[src/rtl/adc_pipe_output_buffer.sv]
`default_nettype none
// ============================================================================
// Module   : adc_pipe_output_buffer
// Purpose  : Output buffer downstream of the pipelined ADC encoder. Registers
//            each conversion result, optionally block-averages it, and queues
//            the results in a small FIFO drained over a valid/ready handshake.
// Macro    : ADC_OUTBUF_AVG_EN - when defined, builds the averaging decimator
//            (one result per 2**AVG_LOG2 valid samples). When undefined, every
//            valid sample is pushed unchanged and AVG_LOG2 has no effect.
// Ports    : clk_i          - single clock, rising edge
//            reset_n_i      - asynchronous active-low reset
//            sample_i       - ADC code from the encoder
//            sample_valid_i - sample_i holds a new conversion this cycle
//            flush_i        - synchronous clear of FIFO, averager, overflow
//            data_o         - FIFO head (0 when empty)
//            valid_o        - data_o holds a valid entry
//            ready_i        - consumer accepts data_o this cycle
//            level_o        - number of stored entries, 0..FIFO_DEPTH
//            overflow_o     - sticky: at least one result was dropped
// Revision : 1.0 - initial release
// ============================================================================
module adc_pipe_output_buffer #(
  parameter  int DATA_WIDTH = 3,
  parameter  int FIFO_DEPTH = 8,
  parameter  int AVG_LOG2   = 2,
  localparam int LVL_W      = $clog2(FIFO_DEPTH) + 1
) (
  input  logic                  clk_i,
  input  logic                  reset_n_i,
  input  logic [DATA_WIDTH-1:0] sample_i,
  input  logic                  sample_valid_i,
  input  logic                  flush_i,
  output logic [DATA_WIDTH-1:0] data_o,
  output logic                  valid_o,
  input  logic                  ready_i,
  output logic [LVL_W-1:0]      level_o,
  output logic                  overflow_o
);

  localparam int ADDR_W = $clog2(FIFO_DEPTH);

  // --------------------------------------------------------------------------
  // Input stage
  // --------------------------------------------------------------------------
  logic [DATA_WIDTH-1:0] sample_q;
  logic                  svld_q;

  always_ff @(posedge clk_i or negedge reset_n_i) begin
    if (!reset_n_i) begin
      sample_q <= '0;
      svld_q   <= 1'b0;
    end else begin
      sample_q <= sample_i;
      // A sample captured in a flush cycle belongs to the discarded stream.
      svld_q   <= sample_valid_i && !flush_i;
    end
  end

  // --------------------------------------------------------------------------
  // Result generation
  // --------------------------------------------------------------------------
  logic                  push;
  logic [DATA_WIDTH-1:0] push_data;

`ifdef ADC_OUTBUF_AVG_EN
  localparam int ACC_W = DATA_WIDTH + AVG_LOG2;

  // Sum of 2**AVG_LOG2 codes of DATA_WIDTH bits always fits in ACC_W bits.
  logic [ACC_W-1:0]    acc;
  logic [ACC_W-1:0]    acc_sum;
  logic [AVG_LOG2-1:0] cnt;

  assign acc_sum   = acc + ACC_W'(sample_q);
  assign push      = svld_q && (&cnt);
  assign push_data = acc_sum[ACC_W-1:AVG_LOG2];

  always_ff @(posedge clk_i or negedge reset_n_i) begin
    if (!reset_n_i) begin
      acc <= '0;
      cnt <= '0;
    end else if (flush_i) begin
      acc <= '0;
      cnt <= '0;
    end else if (svld_q) begin
      // Counter wraps naturally on the last sample of a block.
      cnt <= cnt + 1'b1;
      acc <= (&cnt) ? '0 : acc_sum;
    end
  end
`else
  assign push      = svld_q;
  assign push_data = sample_q;
`endif

  // --------------------------------------------------------------------------
  // FIFO
  // --------------------------------------------------------------------------
  logic [DATA_WIDTH-1:0] mem [FIFO_DEPTH];
  logic [LVL_W-1:0]      wr_ptr;
  logic [LVL_W-1:0]      rd_ptr;
  logic [LVL_W-1:0]      level;
  logic                  full;
  logic                  empty;
  logic                  pop;
  logic                  wr_en;

  assign level = wr_ptr - rd_ptr;
  // Full: same index bits, differing wrap bit.
  assign full  = (wr_ptr[ADDR_W-1:0] == rd_ptr[ADDR_W-1:0]) &&
                 (wr_ptr[ADDR_W] != rd_ptr[ADDR_W]);
  assign empty = (wr_ptr == rd_ptr);
  assign pop   = !empty && ready_i;
  // A pop in the same cycle frees the slot the push needs.
  assign wr_en = push && (!full || pop);

  always_ff @(posedge clk_i) begin
    if (wr_en && !flush_i) begin
      mem[wr_ptr[ADDR_W-1:0]] <= push_data;
    end
  end

  always_ff @(posedge clk_i or negedge reset_n_i) begin
    if (!reset_n_i) begin
      wr_ptr     <= '0;
      rd_ptr     <= '0;
      overflow_o <= 1'b0;
    end else if (flush_i) begin
      wr_ptr     <= '0;
      rd_ptr     <= '0;
      overflow_o <= 1'b0;
    end else begin
      if (wr_en) begin
        wr_ptr <= wr_ptr + 1'b1;
      end
      if (pop) begin
        rd_ptr <= rd_ptr + 1'b1;
      end
      if (push && full && !pop) begin
        overflow_o <= 1'b1;
      end
    end
  end

  // Head is masked while empty so that reset and flush present a zero code
  // without having to clear the storage array.
  assign data_o  = empty ? '0 : mem[rd_ptr[ADDR_W-1:0]];
  assign valid_o = !empty;
  assign level_o = level;

endmodule
`default_nettype wire
[config.mk]
export PLATFORM = sky130hd
export DESIGN_NAME = adc_pipe_output_buffer
export DESIGN_NICKNAME = d
export VERILOG_FILES = /design/src/rtl/adc_pipe_output_buffer.sv
export SDC_FILE = /design/constraint.sdc
export NUM_CORES = 1
export LEC_CHECK = 0
export CORE_MARGIN = 1
export CORE_UTILIZATION = 50
export DETAILED_ROUTE_END_ITERATION = 10
export GPL_TIMING_DRIVEN = 1
export PLACE_DENSITY = 0.74
export SLEW_MARGIN = 20
export SYNTH_ARGS = -nofsm -noshare
export SYNTH_HDL_FRONTEND = slang
export SYNTH_SLANG_ARGS = --single-unit
[constraint.sdc]
create_clock -name clk_i -period 2.3 [get_ports clk_i]
set_input_delay 0.46 -clock clk_i [delete_from_list [all_inputs] [get_ports clk_i]]
set_output_delay 0.46 -clock clk_i [all_outputs]
set_load 0.02 [all_outputs]
==> results of run 1 <==
## where the power goes
| group | leakage, nW | internal, mW | switching (mW) |
|---|---|---|---|
| logic | 0.416 | 0.191 | 0.187 |
| clock network | 0.0558 | 0.342 | 0.227 |
| registers | 0.387 | 0.723 | 0.0170 |
## state kept, by name, summed over array words and instances, names as in the netlist
name / count
rd_ptr: 4
push: 1
overflow_o: 1
wr_ptr: 4
push_data: 3
mem: 24
## critical path: stages (launching register included)
cell,delay [ns]
dfrtp_2,0.44
buf_12,0.14
mux4_2,0.51
a22o_1,0.22
buf_2,0.16
## cell type report
| cell class | count | area, µm² | share of cell area |
|---|---|---|---|
| Clock inverter | 3 | 68.82 | 0.03216 |
| Tap cell | 44 | 55.05 | 0.02573 |
| Clock buffer | 5 | 37.54 | 0.01754 |
| Multi-Input combinational cell | 67 | 613.1 | 0.2865 |
| Timing Repair Buffer | 35 | 287.8 | 0.1345 |
| Inverter | 8 | 30.03 | 0.01404 |
| Sequential cell | 37 | 1047 | 0.4895 |
## logic make-up after synthesis
group | after synthesis | synth area share
fa+ha+maj | 6 | 0.04951
compound gates | 13 | 0.05477
xor+xnor | 9 | 0.05176
simple gates | 31 | 0.09827
flops | 37 | 0.6272
buf+inv | 11 | 0.02551
mux | 8 | 0.09302
## layout by cell type, fill, tap and decap left out, types with 2 or more instances in the layout
cell / synthesis / routed
clkdlybuf4s50_1: 0 / 9
nor2_1: 17 / 14
inv_1: 8 / 8
a22o_1: 3 / 3
nor2_2: 0 / 2
nor3_2: 2 / 2
clkbuf_4: 0 / 5
and4_1: 2 / 2
mux2i_1: 2 / 2
o21ai_1: 2 / 2
ha_1: 5 / 4
xor2_1: 4 / 4
buf_4: 0 / 21
buf_2: 1 / 3
dfrtp_1: 13 / 12
mux4_2: 6 / 6
bufinv_16: 0 / 2
a21oi_1: 3 / 2
xnor2_1: 4 / 4
nand2_1: 4 / 4
edfxtp_1: 24 / 24
## worst max-delay path by stage
stage,start,to,slack (ns),cells after the start
4_1_cts,rd_ptr[0],data_o[1],-0.002,4
3_3_place_gp,rd_ptr[0],data_o[1],-0.01,6
2_1_floorplan,rd_ptr[1],mem[2][0],0.08,7
3_5_place_dp,rd_ptr[0],data_o[1],-0.08,6
6_report,rd_ptr[0],data_o[1],0.04,4
5_1_grt,rd_ptr[0],data_o[1],-0.04,4
## per-layer routing
metal | share of wire | global-route usage
met5 | 0 | 0
met3 | 0.032 | 0.06710
met4 | 0.0030 | 0.09302
met1 | 0.41 | 0.2253
met2 | 0.55 | 0.3667
## Yosys cell counts (all sizes together) (3+ instances only)
master and number:
a22o 3, nand2 4, a21oi 3, ha 5, xor2 4, nor3 3, dfrtp 13, xnor2 5
nor2 17, edfxtp 24, mux4 6, inv 8, o21ai 3
## metrics by stage
stage / setup WS [ns] / setup TNS [ns]
6_report: 0.04100 / 0
5_1_grt: -0.03875 / -0.08399
4_1_cts: -0.002075 / -0.002075
3_5_place_dp: -0.08272 / -0.1916
3_3_place_gp: -0.01156 / -0.01156
2_1_floorplan: 0.08169 / 0
## repair_timing
action / in CTS / in global routing
gates resized for setup: 35 / 5
buffers inserted: 1 / 1
setup endpoints to repair: 7 / 6
hold endpoints to repair: 0 / 0
pin swaps: 1 / 3
hold buffers: 0 / 0
==> key figures, run 1 <==
Power and ir drop
  • Power, Total: 1.687 mW
  • Max rail drop VDD: 0.3884 mV
  • PD cells: 788.3 nW/µm²
  • Leakage power: 0.8583 nW

Synth
  • Post-synth cell types: 30
  • Most area-consuming cells after synthesis: edfxtp_1 (43%), dfrtp_1 (20%), mux4_2 (8.1%)
  • Gate Count Post-Synth: 115
  • Synth Flop Type: edfxtp_1
  • Number of synthesized flops with an enable pin: 24
  • Syn nets: 129
  • Dominant cell type by area after synthesis: edfxtp_1
  • Syn Area/Cell: 14.50 µm²
  • FFs w/ async S/R, synth: 0.3514
  • Yosys reg bits: 37
  • Yosys top cell area share: 0.4321
  • Post-synthesis sequential area ratio: 0.6272
  • Post-Syn Area: 1668 µm²
  • Ys Warns: 0

Timing
  • RSZ-0062 raised after global routing: true
  • Setup Viol. Count Final: 0
  • Hold WS: about 0.5 ns
  • Worst slew margin: 0.5816
  • Fmax: 0.4427 GHz
  • Post-route clock period utilization: 0.9822
  • Worst Tran Pin Value: about 0.63 ns
  • Final Skew: around 0.0085 ns
  • Fin crit period: 2.259 ns
  • Fin. Hold Viols: 0
  • Slew Viols, Final: 0

Run status
  • Outcome: complete, no violations

Final layout
  • Synthesis-to-finish area growth: 28.28%
  • Non-filler cells, final: 199
  • NumNets Final: 168
  • Share of cells above drive strength 1: 0.3355
  • Diode count: 0
  • Design Area, Final: 2140 µm²
  • Number of fillers in the final layout: 241
  • Final Core Density: 0.6895

Route
  • Post-Route WL: 3018 µm
  • DRC viols: 0
  • DR pass1 iterations: 4
  • Detailed-route wire length per cell: 15.17 µm
  • Post-route ant nets: 0
  • DR vias: 1034
  • Number of DRC markers in iteration 0: 32
  • Via density: ~5.2

Setup path
  • Setup Crit Path Kind: reg -> out
  • Worst setup SP type: flop
  • Setup crit end kind: primary output
  • Crit-path max FO: 6
  • Reg2reg end: mem[2][0]
  • Reg2reg start: wr_ptr[2]
  • Worst path required time: 1.84 ns
  • Worst r2r path cells: 6
  • Crit path DAT: 1.80 ns
  • Reg2Reg Setup Slack: 0.10 ns

Run
  • Max Cap Viol: 0

Clock network
  • CTS H-Tree Depth: 2
  • TritonCTS clock tree: done
  • Clock Path Buffers: 2
  • Total CTS buffers: 5
  • CTS sink count: 37
  • Worst-path clk slew: around 0.12 ns
  • Insertion delay to the later sink of the worst-skew pair: 0.34 ns
  • Root Driver: clkbuf_4

Die
  • Core Area: approximately 3100 µm²
  • Starting Density: 0.5375
  • Die area: 3571 µm²
  • Std-Cell Rows: 20
  • Die width: 59.76 µm
  • Die Height: 59.76 µm
  • # IOs: 17

GRT
  • Initial antenna violation count: 0
  • Pin count of the biggest net entering global routing: 14
  • First-pass GRT wire length: 5071 µm
  • Number of global-route vias before repair: 1118
  • Total track usage: 0.2075
  • GRT overflow: 0

Place
  • PortBufs: 16
  • Placed Cells: 189
  • Routability Congestion: ~0.79
  • Placement Cell Area: just over 2000 µm²
  • DP HPWL: about 2300 µm

Worst hold path
  • Worst Hold Class: in -> async
Power figures use the tool's default switching activity.
==> inputs of run 2 (changes only) <==
--- a/config.mk
+++ b/config.mk
@@ -7,6 +7,7 @@
 export LEC_CHECK = 0
 export CORE_MARGIN = 1
 export CORE_UTILIZATION = 50
+export CTS_CLUSTER_SIZE = 14
 export DETAILED_ROUTE_END_ITERATION = 10
 export GPL_TIMING_DRIVEN = 1
 export PLACE_DENSITY = 0.74
==> results of run 2 <==
Final layout, timing and power as in run 1 (identical DEF).
